$ cat src/rtl/sdram_burst_arbiter.sv
// sdram_burst_arbiter: arbitrates write/read bursts and auto-refresh, splitting bursts at row boundaries
// into single-row commands for the SDRAM command engine.
module sdram_burst_arbiter #(
  parameter int ROW_WIDTH   = 13,
  parameter int COL_WIDTH   = 9,
  parameter int BANK_WIDTH  = 2,
  parameter int NUM_WIDTH   = 10,
  parameter int REF_PERIOD  = 781,
  parameter int HADDR_WIDTH = BANK_WIDTH + ROW_WIDTH + COL_WIDTH
) (
  input  logic                   clk,
  input  logic                   rst_n,
  input  logic                   init_done,
  input  logic [HADDR_WIDTH-1:0] wr_addr,
  input  logic [NUM_WIDTH-1:0]   wr_num,
  input  logic                   wr_request,
  output logic                   wr_allow,
  output logic                   wr_busy,
  input  logic [HADDR_WIDTH-1:0] rd_addr,
  input  logic [NUM_WIDTH-1:0]   rd_num,
  input  logic                   rd_request,
  output logic                   rd_allow,
  output logic                   rd_busy,
  output logic                   cmd_valid,
  input  logic                   cmd_ready,
  output logic [1:0]             cmd_type,
  output logic [HADDR_WIDTH-1:0] cmd_addr,
  output logic [COL_WIDTH:0]     cmd_len,
  input  logic                   eng_beat,
  input  logic                   eng_done,
  output logic                   ref_overrun
);
  localparam int LW = COL_WIDTH + 1;
  localparam int RC = ROW_WIDTH + COL_WIDTH;
  localparam int MW = NUM_WIDTH > LW ? NUM_WIDTH : LW;
  localparam int TW = REF_PERIOD > 1 ? $clog2(REF_PERIOD) : 1;
  typedef enum logic [2:0] {IDLE, ISSUE, WAIT_DONE, NEXT, REF_ISSUE, REF_WAIT} state_t;
  state_t state_q, state_d;
  logic [TW-1:0] tmr_q, tmr_d;
  logic ref_pend_q, ref_pend_d, ref_overrun_q, ref_overrun_d;
  logic wr_busy_q, wr_busy_d, rd_busy_q, rd_busy_d;
  logic last_wr_q, last_wr_d, act_wr_q, act_wr_d, resume_q, resume_d;
  logic [HADDR_WIDTH-1:0] wr_addr_q, wr_addr_d, rd_addr_q, rd_addr_d, cur_addr_q, cur_addr_d;
  logic [NUM_WIDTH-1:0] wr_num_q, wr_num_d, rd_num_q, rd_num_d, rem_q, rem_d;
  logic cmd_valid_q, cmd_valid_d;
  logic [1:0] cmd_type_q, cmd_type_d;
  logic [HADDR_WIDTH-1:0] cmd_addr_q, cmd_addr_d;
  logic [LW-1:0] cmd_len_q, cmd_len_d;
  logic tick, sel_wr;
  logic [HADDR_WIDTH-1:0] src_addr;
  logic [NUM_WIDTH-1:0] src_rem;
  logic [LW-1:0] space, seg_len;
  // In IDLE the segment is sized from the port being selected, otherwise from the in-flight burst.
  assign sel_wr   = wr_busy_q & (~rd_busy_q | ~last_wr_q);
  assign src_addr = state_q == IDLE ? (sel_wr ? wr_addr_q : rd_addr_q) : cur_addr_q;
  assign src_rem  = state_q == IDLE ? (sel_wr ? wr_num_q : rd_num_q) : rem_q;
  assign space    = {1'b1, {COL_WIDTH{1'b0}}} - {1'b0, src_addr[COL_WIDTH-1:0]};
  assign seg_len  = MW'(src_rem) < MW'(space) ? LW'(src_rem) : space;
  assign tick     = tmr_q == TW'(REF_PERIOD - 1);
  always_comb begin
    state_d = state_q;
    tmr_d = tick ? '0 : tmr_q + 1'b1;
    ref_pend_d = ref_pend_q | tick;
    ref_overrun_d = ref_overrun_q | (tick & ref_pend_q);
    wr_busy_d = wr_busy_q;
    rd_busy_d = rd_busy_q;
    last_wr_d = last_wr_q;
    act_wr_d = act_wr_q;
    resume_d = resume_q;
    wr_addr_d = wr_addr_q;
    rd_addr_d = rd_addr_q;
    wr_num_d = wr_num_q;
    rd_num_d = rd_num_q;
    cur_addr_d = cur_addr_q;
    rem_d = rem_q;
    cmd_valid_d = cmd_valid_q;
    cmd_type_d = cmd_type_q;
    cmd_addr_d = cmd_addr_q;
    cmd_len_d = cmd_len_q;
    if (init_done & wr_request & ~wr_busy_q) begin
      wr_busy_d = 1'b1;
      wr_addr_d = wr_addr;
      wr_num_d = wr_num;
    end
    if (init_done & rd_request & ~rd_busy_q) begin
      rd_busy_d = 1'b1;
      rd_addr_d = rd_addr;
      rd_num_d = rd_num;
    end
    case (state_q)
      IDLE:
        if (ref_pend_q) begin
          state_d = REF_ISSUE;
          resume_d = 1'b0;
          cmd_valid_d = 1'b1;
          cmd_type_d = 2'b10;
          cmd_addr_d = '0;
          cmd_len_d = '0;
        end else if (wr_busy_q | rd_busy_q) begin
          last_wr_d = sel_wr;
          act_wr_d = sel_wr;
          if (src_rem == '0) begin
            if (sel_wr) wr_busy_d = 1'b0;
            else rd_busy_d = 1'b0;
          end else begin
            state_d = ISSUE;
            cur_addr_d = src_addr;
            rem_d = src_rem;
            cmd_valid_d = 1'b1;
            cmd_type_d = {1'b0, ~sel_wr};
            cmd_addr_d = src_addr;
            cmd_len_d = seg_len;
          end
        end
      ISSUE:
        if (cmd_ready) begin
          cmd_valid_d = 1'b0;
          state_d = WAIT_DONE;
        end
      WAIT_DONE:
        if (eng_done) begin
          cur_addr_d = {cur_addr_q[HADDR_WIDTH-1:RC], cur_addr_q[RC-1:0] + RC'(cmd_len_q)};
          rem_d = rem_q - NUM_WIDTH'(cmd_len_q);
          if (rem_q == NUM_WIDTH'(cmd_len_q)) begin
            state_d = IDLE;
            if (act_wr_q) wr_busy_d = 1'b0;
            else rd_busy_d = 1'b0;
          end else state_d = NEXT;
        end
      NEXT:
        if (ref_pend_q) begin
          state_d = REF_ISSUE;
          resume_d = 1'b1;
          cmd_valid_d = 1'b1;
          cmd_type_d = 2'b10;
          cmd_addr_d = '0;
          cmd_len_d = '0;
        end else begin
          state_d = ISSUE;
          cmd_valid_d = 1'b1;
          cmd_type_d = {1'b0, ~act_wr_q};
          cmd_addr_d = cur_addr_q;
          cmd_len_d = seg_len;
        end
      REF_ISSUE:
        if (cmd_ready) begin
          cmd_valid_d = 1'b0;
          ref_pend_d = tick;
          state_d = REF_WAIT;
        end
      REF_WAIT:
        if (eng_done) begin
          if (resume_q) begin
            state_d = ISSUE;
            cmd_valid_d = 1'b1;
            cmd_type_d = {1'b0, ~act_wr_q};
            cmd_addr_d = cur_addr_q;
            cmd_len_d = seg_len;
          end else state_d = IDLE;
        end
      default: state_d = IDLE;
    endcase
  end
  always_ff @(posedge clk or negedge rst_n) begin
    if (!rst_n) begin
      state_q <= IDLE;
      tmr_q <= '0;
      ref_pend_q <= 1'b0;
      ref_overrun_q <= 1'b0;
      wr_busy_q <= 1'b0;
      rd_busy_q <= 1'b0;
      last_wr_q <= 1'b0;
      act_wr_q <= 1'b0;
      resume_q <= 1'b0;
      wr_addr_q <= '0;
      rd_addr_q <= '0;
      wr_num_q <= '0;
      rd_num_q <= '0;
      cur_addr_q <= '0;
      rem_q <= '0;
      cmd_valid_q <= 1'b0;
      cmd_type_q <= 2'b00;
      cmd_addr_q <= '0;
      cmd_len_q <= '0;
    end else begin
      state_q <= state_d;
      tmr_q <= tmr_d;
      ref_pend_q <= ref_pend_d;
      ref_overrun_q <= ref_overrun_d;
      wr_busy_q <= wr_busy_d;
      rd_busy_q <= rd_busy_d;
      last_wr_q <= last_wr_d;
      act_wr_q <= act_wr_d;
      resume_q <= resume_d;
      wr_addr_q <= wr_addr_d;
      rd_addr_q <= rd_addr_d;
      wr_num_q <= wr_num_d;
      rd_num_q <= rd_num_d;
      cur_addr_q <= cur_addr_d;
      rem_q <= rem_d;
      cmd_valid_q <= cmd_valid_d;
      cmd_type_q <= cmd_type_d;
      cmd_addr_q <= cmd_addr_d;
      cmd_len_q <= cmd_len_d;
    end
  end
  // Beat strobes stay combinational so requestor FIFO timing matches the engine's data cycle.
  assign wr_allow    = eng_beat & (state_q == WAIT_DONE) & act_wr_q;
  assign rd_allow    = eng_beat & (state_q == WAIT_DONE) & ~act_wr_q;
  assign wr_busy     = wr_busy_q;
  assign rd_busy     = rd_busy_q;
  assign cmd_valid   = cmd_valid_q;
  assign cmd_type    = cmd_type_q;
  assign cmd_addr    = cmd_addr_q;
  assign cmd_len     = cmd_len_q;
  assign ref_overrun = ref_overrun_q;
endmodule

$ cat config.mk
export PLATFORM = sky130hd
export DESIGN_NAME = sdram_burst_arbiter
export DESIGN_NICKNAME = d
export VERILOG_FILES = /design/src/rtl/sdram_burst_arbiter.sv
export SDC_FILE = /design/constraint.sdc
export NUM_CORES = 1
export LEC_CHECK = 0
export BUFFER_PORTS_ARGS = -buffer_cell sky130_fd_sc_hd__buf_2
export CELL_PAD_IN_SITES_DETAIL_PLACEMENT = 2
export CELL_PAD_IN_SITES_GLOBAL_PLACEMENT = 2
export CORE_MARGIN = 10
export CORE_UTILIZATION = 34
export CTS_BUF_LIST = sky130_fd_sc_hd__clkbuf_4 sky130_fd_sc_hd__clkbuf_8 sky130_fd_sc_hd__clkbuf_16
export CTS_CLUSTER_DIAMETER = 200
export DETAILED_ROUTE_END_ITERATION = 7
export PLACE_DENSITY_LB_ADDON = 0.25
export RECOVER_POWER = 50
export SKIP_LAST_GASP = 1
export SLEW_MARGIN = 20
export SYNTH_ARGS = -nofsm -noshare
export SYNTH_HDL_FRONTEND = slang
export SYNTH_SLANG_ARGS = --single-unit
$ cat constraint.sdc
create_clock -name clk -period 9.6 [get_ports clk]
set_input_delay 1.92 -clock clk [delete_from_list [all_inputs] [get_ports clk]]
set_output_delay 1.92 -clock clk [all_outputs]
set_load 0.01 [all_outputs]
==> metrics.md <==
| Metric | Value |
|---|---|
| Worst reg2reg setup slack | 4.35 ns |
| Average size of a mapped cell | 9.27 µm² |
| Die height | 182 µm |
| Nets | 1168 |
| First-pass GRT wire length | 52200 µm |
| Crit path required time | 8.95 ns |
| CP Cell Sequence | clkbuf_1 |
| Share of the synthesized area in the top cell type | 44.2% |
| Clock skew | 0.0125 ns |
| Register area share after synthesis | 44.2% |
| Number of synthesized flops with an enable pin | 0 |
| Initial Util | 34.4% |
| Port buffer count | 117 |
| Layout Cells excl Fill | 1407 |
| Final GP Congestion | 0.845 |
| Failing checks | capacitance limit, slew limit |
| Total negative slack | 0 ns |
| GRT Total Usage | 19.8% |
| Max-slew headroom | -234% |
| Yosys warnings | 0 |
| Final Core Density | 40.0% |
| Die area | 33200 µm² |
| Slowest CP cell | clkbuf_1 |
| Synth area leaders | dfrtp_1 44%, mux2_2 9.2%, nor2_1 5.3% |
| Residual DRC | 0 |
| Total congestion overflow | 0 |
| Flops & latches, synth | 158 |
| Core footprint | 26000 µm² |
| Max incr delay on CP | 3.41 ns |
| Startpoint types | input pin |
| Root buffer cell | clkbuf_16 |
| Worst EP arrival | 5.49 ns |
| Netlist Area Pre-Place | 8950 µm² |
| FF-to-FF End | cmd_len[0]$_DFFE_PN0P_ |
| Initial antenna violation count | 0 |
| Fill count | 2903 |
| Number of detailed-route iterations in the first pass | 6 |
| CTS tree | yes |
| Leak | 4.50 nW |
| Pwr/cell area | 455 nW/µm² |
| Vias in the first global route | 8620 |
| Min cycle time layout | 6.14 ns |
| Crit path kind | in2async |
| Largest net degree at the start of global routing | 89 |
| Post-route clock period utilization | 64.0% |
| Synth area leader | dfrtp_1 |
| Worst-skew pair later-pin latency | 0.43 ns |
| Setup Viol. Count Final | 0 |
| Library cells used by synthesis | 67 |
| Remaining antenna violation count after routing | 0 |
| PostCTS Resize Cnt | 0 |
| FFs w/ async S/R, synth | 100% |
| CTS Hold Bufs | 0 |
| Setup crit end kind | async pin |
| Crit Path Max Fanout | 88 |
| Hold WC Path Type | reg2reg |
| 1st-iter DRT viols | 495 |
| Bufs and invs on worst path | 1 |
| Reg2reg start | state_q[0]$_DFFE_PN0P_ |
| Slew Viols, Final | 124 |
| Clk buf depth | 2 |
| Hold Vio Cnt, Final | 0 |
| CP startpoint | rst_n |
| Die width | 182 µm |
| Hpwl dp | 24300 µm |
| Diode count | 0 |
| Vias per std cell | 5.61 |
| Destination of the critical timing path | rd_addr_q[16]$_DFFE_PN0P_ |
| Inst Count DP | 1375 |
| RSZ-0062 raised after global routing | no |
| Status | complete, but fails checks |
| CP top delay family | buffers and inverters |
| Number of nets produced by synthesis | 1074 |
| Hold_ws | 0.466 ns |
| Top FF cell, synth | dfrtp_1 |
| I/O Pins | 118 |
| Setup bufs post-CTS | 0 |
| Clock tree sinks | 158 |
| Worst Max-Slew Pin Slew | 5.02 ns |
| Total Wirelength | 33000 µm |
| Power Total | 4.72 mW |
| Max Cap Violations | 2 |
| Cts bufs inserted | 17 |
| Highest achievable clock rate | 163 MHz |
| Max VDD drop | 161 µV |
| Crit path depth | 1 |
| Reg2reg path depth | 16 |
| Mapped Cells | 965 |
| Reg clk slew, reported paths | 0.07 ns |
| Area Growth Syn to Fin | 16.0% |
| Via count | 7889 |
| Share of post-route cells with drive strength above 1 | 20.0% |
| Routed len/inst | 23.4 µm |
| CTS H-tree depth | 4 |
| Row count | 59 |
metal layers:
| layer | up-vias | routed length (µm) | share of wire [%] | track usage [%] |
|---|---|---|---|---|
| li1 | 3651 | - | - | - |
| met1 | 4024 | 16300 | 49 | 28.7 |
| met2 | 198 | 14800 | 45 | 30.5 |
| met3 | 16 | 1580 | 4.8 | 3.28 |
| met4 | 0 | 266 | 0.81 | 3.64 |
| met5 | - | 0 | 0 | 0 |
final cells by class:
class | instances | area [µm²] | area share, %
clock buffers | 18 | 439 | 4.23
clock inverters | 14 | 148 | 1.42
inverters | 32 | 120 | 1.16
multi-input cells | 718 | 4670 | 45.0
flip-flops and latches | 158 | 3950 | 38.1
well taps | 335 | 419 | 4.04
repair buffers | 132 | 632 | 6.09
where the power goes:
| part | leakage (nW) | internal [mW] | switching (mW) | total [mW] |
|---|---|---|---|---|
| Clock | 0.283 | 0.355 | 0.331 | 0.686 |
| Sequential | 1.89 | 0.980 | 0.318 | 1.30 |
| Combinational | 2.33 | 1.01 | 1.73 | 2.74 |
metrics by stage:
stage          area, µm²  setup WS [ns]
2_1_floorplan       8950           5.52
3_3_place_gp        9870           4.70
3_5_place_dp        9870           4.57
4_1_cts            10500           4.56
5_1_grt            10400           2.44
6_report           10400           3.46
cells in the mapped netlist, types with 4 or more instances:
library cell,n
or2_2,5
a31oi_1,35
o211ai_1,5
nor3_1,17
and3_1,8
and2_1,5
a21o_1,6
buf_1,10
nand3_1,24
nand4_1,11
o21ai_0,29
o221ai_1,5
mux2_2,73
o22ai_1,6
nand3b_1,4
xor2_1,13
o21a_1,5
ha_1,31
a21oi_1,62
nor2_1,126
dfrtp_1,158
a221oi_1,23
nand2_1,116
a211oi_1,7
buf_2,6
or3_1,4
inv_1,32
xnor2_1,16
nor2b_1,8
mux2i_1,4
nor4_1,12
clkbuf_1,39
layout by cell type, fill, tap and decap left out, drive strengths merged, types with 4 or more instances in the layout:
cell / instances
o21a: 5
o21ai: 32
inv: 40
o221ai: 5
xnor2: 16
nand3b: 4
mux2: 73
o22ai: 7
and3: 8
a311oi: 4
a211oi: 7
mux2i: 4
a21oi: 63
o211ai: 5
a221oi: 23
xor2: 13
nand3: 25
clkinv: 4
nor3: 18
ha: 31
nand4: 11
a31oi: 35
or2: 5
nor2: 126
or3: 5
buf: 89
nor4: 12
clkbuf: 61
nand2: 116
and2: 5
a21o: 6
nor2b: 8
dfrtp: 158
flip-flops by register name, indices dropped and copies added (netlist names), 2 cells and up:
name        cells
wr_addr_q      24
state_q         3
cmd_len        10
wr_num_q       10
cur_addr_q     24
cmd_type        2
tmr_q          10
rem_q          10
rd_addr_q      24
rd_num_q       10
cmd_addr       24
cells by family after synthesis:
family	Yosys count	synth area share [%]
mux	77	9.63
buf+inv	89	3.98
simple gates	354	17.9
fa+ha+maj	33	4.78
compound gates	225	16.7
flops	158	44.2
xor+xnor	29	2.84
how the worst min path moves through the flow:
stage	from	endpoint	slack, ns	depth (start not counted)
6_report	ref_overrun$_DFF_PN0_	ref_overrun$_DFF_PN0_	0.47	1
2_1_floorplan	tmr_q[9]$_DFF_PN0_	tmr_q[9]$_DFF_PN0_	0.45	2
3_5_place_dp	ref_overrun$_DFF_PN0_	ref_overrun$_DFF_PN0_	0.45	1
3_3_place_gp	ref_overrun$_DFF_PN0_	ref_overrun$_DFF_PN0_	0.44	1
4_1_cts	ref_overrun$_DFF_PN0_	ref_overrun$_DFF_PN0_	0.47	1
5_1_grt	ref_overrun$_DFF_PN0_	ref_overrun$_DFF_PN0_	0.50	1
No activity file was read; power rests on OpenSTA's default activity.
